### src/rtl/fn_arb_pkg.sv
// Shared definitions for the round-robin function-unit arbiter: FSM encoding
// and a reference table of the 3-in/2-out function f.
package fn_arb_pkg;

    typedef enum logic [1:0] {
        StIdle = 2'd0,
        StEval = 2'd1,
        StResp = 2'd2
    } arb_state_e;

    // Entry x lives at bits [2*x+1:2*x]; f(0..7) = 2, 1, 1, 2, 3, 1, 3, 0.
    localparam logic [15:0] FnRef = {2'd0, 2'd3, 2'd1, 2'd3, 2'd2, 2'd1, 2'd1, 2'd2};

    function automatic logic [1:0] fn_ref(input logic [2:0] x);
        return FnRef[2*x +: 2];
    endfunction

endpackage

### src/rtl/fn_unit.sv
// Combinational 3-to-2 function unit: two 4:1 muxes selected by {x2, x1},
// with data inputs derived from x0.
module fn_unit (
    input  logic [2:0] x_i,
    output logic [1:0] y_o
);

    logic [3:0] mux_hi;
    logic [3:0] mux_lo;

    // Mux data listed as indices 3..0.
    assign mux_hi = {~x_i[0], ~x_i[0], x_i[0], ~x_i[0]};
    assign mux_lo = {~x_i[0], 1'b1, ~x_i[0], x_i[0]};

    assign y_o = {mux_hi[x_i[2:1]], mux_lo[x_i[2:1]]};

endmodule

### src/rtl/fn_rr_arbiter.sv
// Round-robin arbiter sharing one fn_unit between NREQ requesters; grants one
// requester at a time and holds a registered response until it is accepted.
module fn_rr_arbiter
    import fn_arb_pkg::*;
#(
    parameter int unsigned NREQ  = 4,
    parameter int unsigned ID_W  = 2,
    parameter int unsigned CNT_W = 8
) (
    input  logic              clk_i,
    input  logic              rst_ni,
    input  logic [NREQ-1:0]   req_i,
    input  logic [3*NREQ-1:0] x_flat_i,
    output logic [NREQ-1:0]   ack_o,
    output logic              rsp_valid_o,
    input  logic              rsp_ready_i,
    output logic [ID_W-1:0]   rsp_id_o,
    output logic [2:0]        rsp_x_o,
    output logic [1:0]        rsp_y_o,
    output logic              busy_o,
    output logic [CNT_W-1:0]  txn_cnt_o
);

    arb_state_e       state_q, state_d;
    logic [ID_W-1:0]  ptr_q, ptr_d;
    logic [ID_W-1:0]  win_q, win_d;
    logic [2:0]       opnd_q, opnd_d;
    logic [NREQ-1:0]  ack_q, ack_d;
    logic             rsp_valid_q, rsp_valid_d;
    logic [ID_W-1:0]  rsp_id_q, rsp_id_d;
    logic [2:0]       rsp_x_q, rsp_x_d;
    logic [1:0]       rsp_y_q, rsp_y_d;
    logic [CNT_W-1:0] txn_cnt_q, txn_cnt_d;

    logic             found;
    logic [ID_W-1:0]  pick;
    logic [2:0]       pick_x;
    logic [1:0]       fn_y;

    fn_unit u_fn_unit (
        .x_i (opnd_q),
        .y_o (fn_y)
    );

    // First set request at or after ptr, wrapping modulo NREQ.
    always_comb begin
        int unsigned idx;
        found  = 1'b0;
        pick   = '0;
        pick_x = '0;
        idx    = 0;
        for (int unsigned k = 0; k < NREQ; k++) begin
            idx = (32'(ptr_q) + k) % NREQ;
            if (!found && req_i[idx]) begin
                found  = 1'b1;
                pick   = ID_W'(idx);
                pick_x = x_flat_i[3*idx +: 3];
            end
        end
    end

    always_comb begin
        state_d     = state_q;
        ptr_d       = ptr_q;
        win_d       = win_q;
        opnd_d      = opnd_q;
        ack_d       = '0;
        rsp_valid_d = rsp_valid_q;
        rsp_id_d    = rsp_id_q;
        rsp_x_d     = rsp_x_q;
        rsp_y_d     = rsp_y_q;
        txn_cnt_d   = txn_cnt_q;
        unique case (state_q)
            StIdle: begin
                if (found) begin
                    win_d   = pick;
                    opnd_d  = pick_x;
                    ptr_d   = (32'(pick) == NREQ - 1) ? '0 : pick + ID_W'(1);
                    ack_d   = NREQ'(1) << pick;
                    state_d = StEval;
                end
            end
            StEval: begin
                rsp_valid_d = 1'b1;
                rsp_id_d    = win_q;
                rsp_x_d     = opnd_q;
                rsp_y_d     = fn_y;
                state_d     = StResp;
            end
            StResp: begin
                if (rsp_valid_q && rsp_ready_i) begin
                    rsp_valid_d = 1'b0;
                    txn_cnt_d   = txn_cnt_q + CNT_W'(1);
                    state_d     = StIdle;
                end
            end
            default: state_d = StIdle;
        endcase
    end

    always_ff @(posedge clk_i or negedge rst_ni) begin
        if (!rst_ni) begin
            state_q     <= StIdle;
            ptr_q       <= '0;
            win_q       <= '0;
            opnd_q      <= '0;
            ack_q       <= '0;
            rsp_valid_q <= 1'b0;
            rsp_id_q    <= '0;
            rsp_x_q     <= '0;
            rsp_y_q     <= '0;
            txn_cnt_q   <= '0;
        end else begin
            state_q     <= state_d;
            ptr_q       <= ptr_d;
            win_q       <= win_d;
            opnd_q      <= opnd_d;
            ack_q       <= ack_d;
            rsp_valid_q <= rsp_valid_d;
            rsp_id_q    <= rsp_id_d;
            rsp_x_q     <= rsp_x_d;
            rsp_y_q     <= rsp_y_d;
            txn_cnt_q   <= txn_cnt_d;
        end
    end

    assign ack_o       = ack_q;
    assign rsp_valid_o = rsp_valid_q;
    assign rsp_id_o    = rsp_id_q;
    assign rsp_x_o     = rsp_x_q;
    assign rsp_y_o     = rsp_y_q;
    assign busy_o      = (state_q != StIdle);
    assign txn_cnt_o   = txn_cnt_q;

endmodule

### config.mk
export PLATFORM = sky130hd
export DESIGN_NAME = fn_rr_arbiter
export DESIGN_NICKNAME = d
export VERILOG_FILES = /design/src/rtl/fn_arb_pkg.sv /design/src/rtl/fn_unit.sv /design/src/rtl/fn_rr_arbiter.sv
export SDC_FILE = /design/constraint.sdc
export NUM_CORES = 1
export LEC_CHECK = 0
export CORE_ASPECT_RATIO = 1.2
export CORE_MARGIN = 10
export CORE_UTILIZATION = 35
export DETAILED_ROUTE_END_ITERATION = 7
export SLEW_MARGIN = 20
export SYNTH_ARGS = -nofsm -noshare
export SYNTH_HDL_FRONTEND = slang
export SYNTH_SLANG_ARGS = --single-unit
### constraint.sdc
create_clock -name clk_i -period 2.3 [get_ports clk_i]
set_input_delay 0.575 -clock clk_i [delete_from_list [all_inputs] [get_ports clk_i]]
set_output_delay 0.575 -clock clk_i [all_outputs]
set_load 0.01 [all_outputs]
==> metrics.yaml, run 1 <==
antenna_found_initial: 0
worst_pin_slew_ps: 379
setup_tns_ps: 0
finalNetCount: 260
layout_commonest_cell: "clkdlybuf4s50_1"
finalCritPeriodShare: 0.947
cts_max_level: 2
p_leak_nw: 1.14
wl_per_cell_microns: 12.9
place_congestion: 0.768
cp_num_buf_inv: 3
numCtsBuffers: 5
synth_top_family_by_area: "simple AND/OR/NAND/NOR gates"
fin_crit_ps: 2180
power.density_nw_per_um2: 1160
clock_latency_ps: 270
drcViolationCount: 0
ys_warn_count: 0
fin_area_sq_um: 2470
r2r_cells: 5
via_per_inst: 4.91
synth_simple_gate_area_frac: 0.156
drtIter0Drc: 67
drive_above_1_share: 0.182
slew_headroom: 0.741
critPathCapture: "ptr_q[1]"
rsz0062_at_grt: "no"
ir_worst_vdd_mv: 0.453
io_pins: 40
r2r_end: "opnd_q[0]"
timing.critical_path.slowest_cell_delay_ps: 440
portBuffers: 39
r2r_slack_ps: 350
ys_seq_elements: 29
postCtsHoldBufs: 0
synthArstFlopShare: 1.00
yosysSeqAreaShare: 0.408
finClkSkew_ps: 4.35
max_freq_mhz: 459
clkTransAtPathRegs_ps: 60
synthAdderAreaFrac: 0.0423
first_pass_iters: 4
worst-path-stages: 7
crit_path_end_kind: "flip-flop"
p_total_mw: 2.87
dpl.cell_count: 288
max_cap_violations: 0
globalRouteOverflowTotal: 0
run_status: "completed"
dpl_cell_area_sq_um: 2350
path_cells: "clkdlybuf4s50_1 -> buf_4 -> buf_4 -> nor4_1 -> nor2b_1 -> ha_1 -> mux2_2"
dr_total_vias: 1452
root_buffer: "clkbuf_8"
synth_nets: 200
grt_pass1_wl_mm: 6.58
area.growth.synth_to_final_pct: 39.2
core-area_sq_um: 4940
critPathLaunch: "req_i[2]"
clk_path_buf_depth: 2
finalMaxSlewViolations: 0
grt_pass1_vias: 1410
cts_num_sinks: 29
ys.flop_type: "dfrtp_1"
die_w_microns: 85.0
cp.arrival_ps: 2340
die_area_sq_um: 8340
cp.required_ps: 2460
cp-start-kind: "input pin"
worstSetupPathType: "in -> reg"
die_h_microns: 98.1
grt_usage: 0.0925
synth_cells: 175
setup_viol: 0
path_max_fanout: 3
holdCritPathClass: "reg -> reg"
slowest_stage: "clkdlybuf4s50_1"
cts_tree: "done"
grt_max_degree: 30
num_antenna_cells: 0
start_util: 0.360
final_cells: 296
postRouteAntennaNets: 0
avgSynthCellArea_sq_um: 10.2
cp_common_cell: "buf_4"
cts_setup_buffers: 0
synth_mux_area_frac: 0.146
synth-compound-area-share: 0.149
num_rows: 28
wl_mm: 3.81
synth_area_sq_um: 1780
dp_hpwl_mm: 3.11
r2r_start: "ptr_q[0]"
synth-edff-count: 0
final_cell_mix: "39 x clkdlybuf4s50_1, 29 x dfrtp_1, 25 x buf_4"
report.final.hold_viol_count: 0
yosys.area_share.xor_xnor: 0.0345
yosysUniqueCellTypes: 44
cp_top_family: "buffers and inverters"
==> stage by stage <==
| step | util | hold slack (ps) | worst slack (ps) |
|---|---|---|---|
| floorplan | - | 279 | 117 |
| global placement | 0.477 | 459 | -128 |
| detailed placement | 0.477 | 471 | -166 |
| CTS | 0.500 | 482 | 121 |
| global route | 0.501 | 494 | 2.53 |
| finish | 0.501 | 470 | 122 |
==> cell usage after synthesis, types with 2 or more instances <==
cell type | number | area, sq um
ha_1 | 6 | 75.1
clkbuf_1 | 3 | 11.3
mux2i_1 | 12 | 120
nor2b_1 | 3 | 18.8
xnor2_1 | 5 | 43.8
a21o_1 | 2 | 15.0
o21ai_0 | 8 | 40.0
buf_2 | 5 | 25.0
and3b_1 | 2 | 17.5
nand4_1 | 3 | 18.8
nand3_1 | 4 | 20.0
mux2_2 | 10 | 113
and2_1 | 7 | 43.8
nor2_1 | 10 | 37.5
a32oi_1 | 4 | 35.0
nand2_1 | 12 | 45.0
a211oi_1 | 2 | 15.0
a21oi_1 | 4 | 20.0
o31ai_1 | 3 | 22.5
a2111oi_0 | 3 | 26.3
nand3b_1 | 2 | 15.0
dfrtp_1 | 29 | 726
inv_1 | 10 | 37.5
xor2_1 | 2 | 17.5
nor3b_1 | 3 | 22.5
a31oi_1 | 3 | 18.8
==> repair_timing <==
item / 4_1_cts / 5_1_grt
setup endpoints to repair: 0 / 1
endpoints found under the hold margin: 0 / 0
gates resized for setup: 0 / 1
==> worst min path at each step <==
stage,startpoint,endpoint,slack (ps),cells after the start
4_1_cts,txn_cnt_o[7],txn_cnt_o[7],480,1
3_3_place_gp,txn_cnt_o[7],txn_cnt_o[7],460,1
5_1_grt,rsp_y_o[1],rsp_y_o[1],490,1
2_1_floorplan,rst_ni,ack_o[0],280,0
6_report,txn_cnt_o[7],txn_cnt_o[7],470,1
3_5_place_dp,rsp_y_o[1],rsp_y_o[1],470,1
==> flip-flops by register name, summed over array words and instances (netlist names) <==
name / cells
state_q: 2
rsp_x_o: 3
ptr_q: 2
opnd_q: 3
ack_o: 4
rsp_y_o: 2
rsp_id_o: 2
win_q: 2
rsp_valid_o: 1
txn_cnt_o: 8
==> cells by family (layout without fill, tap and decap cells) <==
kind of cell / after synthesis / after routing
AO/OA/AOI/OAI: 37 / 37
XOR/XNOR: 7 / 7
adder cells (fa/ha/maj): 6 / 6
buffers and inverters: 21 / 82
flip-flops: 29 / 29
multiplexers: 23 / 23
AND/OR/NAND/NOR: 52 / 52
==> layer usage <==
layer	part of all wire	vias to the layer above	track usage
li1	-	751	-
met4	0.013	0	0.0381
met1	0.44	670	0.109
met2	0.50	27	0.153
met5	0	-	0
met3	0.048	4	0.0258
==> where the power goes <==
| part | total (mW) | leakage [nW] | switching [mW] | internal [mW] |
|---|---|---|---|---|
| logic | 1.47 | 0.722 | 0.673 | 0.796 |
| clock network | 0.526 | 0.0585 | 0.174 | 0.352 |
| registers | 0.871 | 0.360 | 0.154 | 0.717 |
==> layout make-up <==
cell class	instances	area (sq um)
Fill cell	488	2470
Multi-Input combinational cell	125	940
Timing Repair Buffer	64	578
Inverter	10	37.5
Tap cell	60	75.1
Clock buffer	7	86.3
Sequential cell	29	726
Clock inverter	1	30.0
Power figures use the tool's default switching activity.
==> run 2, diff against run 1 <==
--- a/config.mk
+++ b/config.mk
@@ -9,6 +9,7 @@
 export CORE_MARGIN = 10
 export CORE_UTILIZATION = 35
 export DETAILED_ROUTE_END_ITERATION = 7
+export SETUP_SLACK_MARGIN = 0.3
 export SLEW_MARGIN = 20
 export SYNTH_ARGS = -nofsm -noshare
 export SYNTH_HDL_FRONTEND = slang
==> metrics.yaml, run 2 (same netlist as run 1, synthesis figures left out) <==
portBuffers: 39  # unchanged
clkTransAtPathRegs_ps: 60  # about the same
layout_commonest_cell: "clkdlybuf4s50_1"  # unchanged
slew_headroom: 0.744  # was 0.741
dp_hpwl_mm: 3.20  # was 3.11 mm
sequentialPowerShare: 0.310  # was 0.304
p_leak_nw: 1.16  # was 1.14 nW
fin_area_sq_um: 2480  # was 2470 sq um
finClkSkew_ps: 4.50  # was 4.35 ps
dr_total_vias: 1487  # was 1452
hold_end: "rsp_id_o[0]"  # was txn_cnt_o[7]
path_max_fanout: 7  # was 3
final_cell_mix: "34 x clkdlybuf4s50_1, 29 x dfrtp_1, 27 x buf_4"  # was 39 x clkdlybuf4s50_1, 29 x dfrtp_1, 25 x buf_4
holdWs_ps: 482  # was 470 ps
drcViolationCount: 0  # unchanged
hold_depth: 2  # was 1
clock_latency_ps: 280  # was 270 ps
antenna_found_initial: 0  # unchanged
place_congestion: 0.830  # was 0.768
setup_ws_ps: 325  # was 122 ps
cts_tree: "done"  # unchanged
numCtsBuffers: 5  # unchanged
run_status: "completed"  # unchanged
finalNetCount: 263  # was 260
r2r_start: "ptr_q[0]"  # unchanged
drtIter0Drc: 47  # was 67
grt_pass1_wl_mm: 6.82  # was 6.58 mm
r2r_cells: 6  # was 5
finalCritPeriodShare: 0.859  # was 0.947
root_buffer: "clkbuf_8"  # unchanged
internal_power_mw: 1.78  # was 1.87 mW
rsz0062_at_grt: "yes"  # was no
wl_per_cell_microns: 13.6  # was 12.9 microns
globalRouteOverflowTotal: 0  # unchanged
dpl_cell_area_sq_um: 2340  # was 2350 sq um
worst_pin_slew_ps: 383  # was 379 ps
postRouteAntennaNets: 0  # unchanged
min_from: "rsp_id_o[0]"  # was txn_cnt_o[7]
fin_crit_ps: 1980  # was 2180 ps
report.final.hold_viol_count: 0  # unchanged
fillerInstances: 462  # was 488
die_area_sq_um: 8340  # unchanged
via_per_inst: 4.97  # was 4.91
dpl_worst_slack_ps: -224  # was -166 ps
ir_worst_vdd_mv: 0.467  # was 0.453 mV
finalMaxSlewViolations: 0  # unchanged
io_pins: 40  # unchanged
holdCritPathClass: "reg -> reg"  # unchanged
cp-start-kind: "input pin"  # unchanged
cts_max_level: 2  # unchanged
grt_pass1_vias: 1509  # was 1410
first_pass_iters: 4  # unchanged
num_rows: 28  # unchanged
cp.required_ps: 2460  # about the same
wl_mm: 4.07  # was 3.81 mm
r2r_end: "ptr_q[1]"  # was opnd_q[0]
switching_share: 0.376  # was 0.349
power.density_nw_per_um2: 1150  # was 1160 nW/um^2
crit_path_end_kind: "flip-flop"  # unchanged
cp.arrival_ps: 2130  # was 2340 ps
max_cap_violations: 0  # unchanged
clkPwrFrac: 0.139  # was 0.184
final_core_util: 0.503  # was 0.501
num_antenna_cells: 0  # unchanged
worstSetupPathType: "in -> reg"  # unchanged
cts_num_sinks: 29  # unchanged
die_w_microns: 85.0  # unchanged
setup_viol: 0  # unchanged
core-area_sq_um: 4940  # unchanged
pwr-share-comb: 0.551  # was 0.512
die_h_microns: 98.1  # unchanged
drive_above_1_share: 0.218  # was 0.182
area.growth.synth_to_final_pct: 39.8  # was 39.2%
start_util: 0.360  # unchanged
largest_reg_flops: 8  # unchanged
r2r_slack_ps: 410  # was 350 ps
grt_max_degree: 30  # unchanged
clk_path_buf_depth: 2  # unchanged
max_freq_mhz: 506  # was 459 MHz
power.switching_mw: 1.08  # was 1.00 mW
grt_usage: 0.0962  # was 0.0925
run 2: cell type report:
cell class | instances | area [sq um] | share of cell area
Inverter | 10 | 37.5 | 0.0151
Clock buffer | 5 | 68.8 | 0.0277
Sequential cell | 29 | 726 | 0.292
Timing Repair Buffer | 67 | 594 | 0.239
Clock inverter | 3 | 17.5 | 0.00705
Multi-Input combinational cell | 125 | 965 | 0.388
Tap cell | 60 | 75.1 | 0.0302
run 2: worst max-delay path: stages:
cell and delay [ps]:
dlygate4sd2_1 290, a221o_1 330, a32oi_1 230, nor2b_4 210
ha_1 230, mux2_2 270
run 2: worst max-delay path by stage:
stage          slack (ps)     start        end  cells after the start
5_1_grt               280  req_i[1]   ptr_q[1]                      7
2_1_floorplan         310  req_i[2]   ptr_q[1]                      6
3_5_place_dp         -220  req_i[0]  opnd_q[0]                      7
4_1_cts               340  req_i[0]   ptr_q[1]                      6
3_3_place_gp         -240  req_i[0]  opnd_q[1]                      7
6_report              320  req_i[2]   ptr_q[1]                      6
run 2: through the flow:
| step | TNS, ps | total power, mW | instances |
|---|---|---|---|
| after floorplan | 0 | 1.83 | 175 |
| after global placement | -958 | 2.34 | 286 |
| after detailed placement | -1230 | 2.36 | 286 |
| after CTS | 0 | 2.88 | 299 |
| after global routing | 0 | 3.10 | 299 |
| final | 0 | 2.86 | 299 |
run 2: repair_timing:
item                       CTS  global route
pin swaps                    1             0
gates cloned                 0             0
setup endpoints to repair    8             8
hold buffers                 0             0
gates resized for setup     11             4
buffers inserted             5             0
run 2: routing by layer:
metal	global-route usage	routed length (microns)	vias up
met5	0	0	-
met4	0.0419	74	0
met3	0.0258	190	6
met2	0.165	2030	26
met1	0.108	1770	698
li1	-	-	757
run 2: power groups by stage:
stage / Sequential (mW) / Combinational, mW / Clock, mW
finish: 0.886 / 1.58 / 0.399
global route: 0.920 / 1.75 / 0.432
CTS: 0.887 / 1.58 / 0.413
detailed placement: 0.894 / 1.47 / 0
global placement: 0.889 / 1.45 / 0
floorplan: 0.896 / 0.930 / 0
==> run 3, diff against run 2 <==
--- a/config.mk
+++ b/config.mk
@@ -7,8 +7,9 @@
 export LEC_CHECK = 0
 export CORE_ASPECT_RATIO = 1.2
 export CORE_MARGIN = 10
-export CORE_UTILIZATION = 35
+export CORE_UTILIZATION = 54
 export DETAILED_ROUTE_END_ITERATION = 7
+export PLACE_DENSITY = 0.85
 export SETUP_SLACK_MARGIN = 0.3
 export SLEW_MARGIN = 20
 export SYNTH_ARGS = -nofsm -noshare
==> constraint.sdc (replaced) <==
create_clock -name clk_i -period 2.35 [get_ports clk_i]
set_input_delay 0.47 -clock clk_i [delete_from_list [all_inputs] [get_ports clk_i]]
set_output_delay 0.47 -clock clk_i [all_outputs]
set_load 0.01 [all_outputs]
==> metrics.yaml, run 3 (same netlist as run 1, synthesis figures left out) <==
r2r_start: "ptr_q[0]"  # unchanged
finalCritPeriodShare: 0.849
hold_end: "txn_cnt_o[7]"  # was rsp_id_o[0]
largest_reg_flops: 8  # unchanged
cp-start-kind: "input pin"  # unchanged
hold_depth: 1  # was 2
setup_viol: 0  # unchanged
p_leak_nw: 1.11  # was 1.16 nW
ir_worst_vdd_mv: 0.988  # was 0.467 mV
grt_pass1_wl_mm: 6.64  # was 6.82 mm
place_congestion: 0.840  # was 0.830
worst_pin_slew_ps: 521  # was 383 ps
path_max_fanout: 7  # unchanged
setup_ws_ps: 355  # was 325 ps
max_freq_mhz: 501
die_w_microns: 72.4  # was 85.0 microns
grt_pass1_vias: 1536  # was 1509
p_total_mw: 2.80  # was 2.86 mW
rsz0062_at_grt: "yes"  # unchanged
cts_max_level: 2  # unchanged
finalNetCount: 249  # was 263
dr_total_vias: 1517  # was 1487
core-area_sq_um: 3110  # was 4940 sq um
drcViolationCount: 0  # unchanged
postRouteAntennaNets: 0  # unchanged
drtIter0Drc: 63  # was 47
clock_latency_ps: 330  # was 280 ps
wl_per_cell_microns: 16.0  # was 13.6 microns
antenna_found_initial: 0  # unchanged
max_cap_violations: 0  # unchanged
die_h_microns: 82.8  # was 98.1 microns
portBuffers: 39  # unchanged
first_pass_iters: 4  # unchanged
grt_max_degree: 30  # unchanged
cp.required_ps: 2520  # was 2460 ps
cts_tree: "done"  # unchanged
clk_path_buf_depth: 2  # unchanged
num_antenna_cells: 0  # unchanged
num_rows: 22  # was 28
wl_mm: 4.19  # was 4.07 mm
crit_path_end_kind: "flip-flop"  # unchanged
slew_headroom: 0.652  # was 0.744
final_cell_mix: "35 x clkdlybuf4s50_1, 28 x dfrtp_1, 14 x buf_4"  # was 34 x clkdlybuf4s50_1, 29 x dfrtp_1, 27 x buf_4
clkTransAtPathRegs_ps: 100  # was 60 ps
root_buffer: "clkbuf_4"  # was clkbuf_8
postCtsHoldBufs: 0  # unchanged
cp.arrival_ps: 2170  # was 2130 ps
power.density_nw_per_um2: 1170  # was 1150 nW/um^2
layout_commonest_cell: "clkdlybuf4s50_1"  # unchanged
finClkSkew_ps: 13.4  # was 4.50 ps
min_from: "txn_cnt_o[7]"  # was rsp_id_o[0]
die_area_sq_um: 5990  # was 8340 sq um
cts_num_sinks: 29  # unchanged
start_util: 0.571  # was 0.360
io_pins: 40  # unchanged
drive_above_1_share: 0.182  # was 0.218
finalMaxSlewViolations: 0  # unchanged
worstSetupPathType: "in -> reg"  # unchanged
r2r_cells: 6  # unchanged
run_status: "completed"  # unchanged
dpl_worst_slack_ps: -99.6  # was -224 ps
grt_usage: 0.133  # was 0.0962
dp_hpwl_mm: 3.19  # was 3.20 mm
via_per_inst: 5.81  # was 4.97
area.growth.synth_to_final_pct: 34.4  # was 39.8%
holdWs_ps: 482  # about the same
report.final.hold_viol_count: 0  # unchanged
holdCritPathClass: "reg -> reg"  # unchanged
r2r_slack_ps: 450  # was 410 ps
final_core_util: 0.768  # was 0.503
globalRouteOverflowTotal: 0  # unchanged
fin_crit_ps: 1990
r2r_end: "ptr_q[1]"  # unchanged
numCtsBuffers: 5  # unchanged
## run 3: cell count changes in the layout (fill, tap and decap cells not counted), moves of 2 or more
cell | before | now
buf_4 | 27 | 14
clkbuf_4 | 0 | 5
clkbuf_8 | 5 | 1
clkinv_2 | 2 | 0
dlygate4sd2_1 | 4 | 1
dlymetal6s2s_1 | 0 | 3
## run 3: how the worst max path moves through the flow
stage,startpoint,to,slack [ps],cells past startpoint
2_1_floorplan,ptr_q[0],ptr_q[1],370,8
3_3_place_gp,req_i[3],opnd_q[1],-50,6
3_5_place_dp,req_i[0],ptr_q[1],-100,6
4_1_cts,req_i[1],ptr_q[1],290,7
5_1_grt,req_i[2],opnd_q[2],250,6
6_report,req_i[2],opnd_q[1],360,6
## run 3: stage by stage
| step | instances | cell area (sq um) | TNS [ps] |
|---|---|---|---|
| 2_1_floorplan | 175 | 1780 | 0 |
| 3_3_place_gp | 250 | 2220 | -69.6 |
| 3_5_place_dp | 250 | 2220 | -377 |
| 4_1_cts | 258 | 2310 | 0 |
| 5_1_grt | 261 | 2390 | 0 |
| 6_report | 261 | 2390 | 0 |
## run 3: cell type report
type | count | area (sq um)
Clock buffer | 6 | 51.3
Clock inverter | 2 | 37.5
Fill cell | 214 | 722
Inverter | 10 | 37.5
Multi-Input combinational cell | 125 | 988
Sequential cell | 29 | 727
Tap cell | 36 | 45.0
Timing Repair Buffer | 53 | 502
## run 3: critical path: stages
cell,delay (ps)
clkdlybuf4s50_1,480
buf_4,200
mux4_1,510
and2_1,160
o31ai_1,220
a31oi_1,120
## run 3: repair_timing
item                                    4_1_cts  5_1_grt
gates resized for setup                       5       12
endpoints found under the setup margin        6        8
hold endpoints to repair                      0        0
setup buffers                                 0        3
## run 3: power breakdown
part           switching (mW)  internal [mW]
sequential              0.171          0.702
clock                   0.176          0.253
combinational           0.712          0.787
## run 3: metal layers
layer	vias up	routed length, microns	global-route usage	share of wire
met3	13	257	0.0440	0.061
met5	-	0	0	0
met1	718	1650	0.132	0.39
met4	0	112	0.0738	0.027
met2	53	2170	0.231	0.52
li1	733	-	-	-
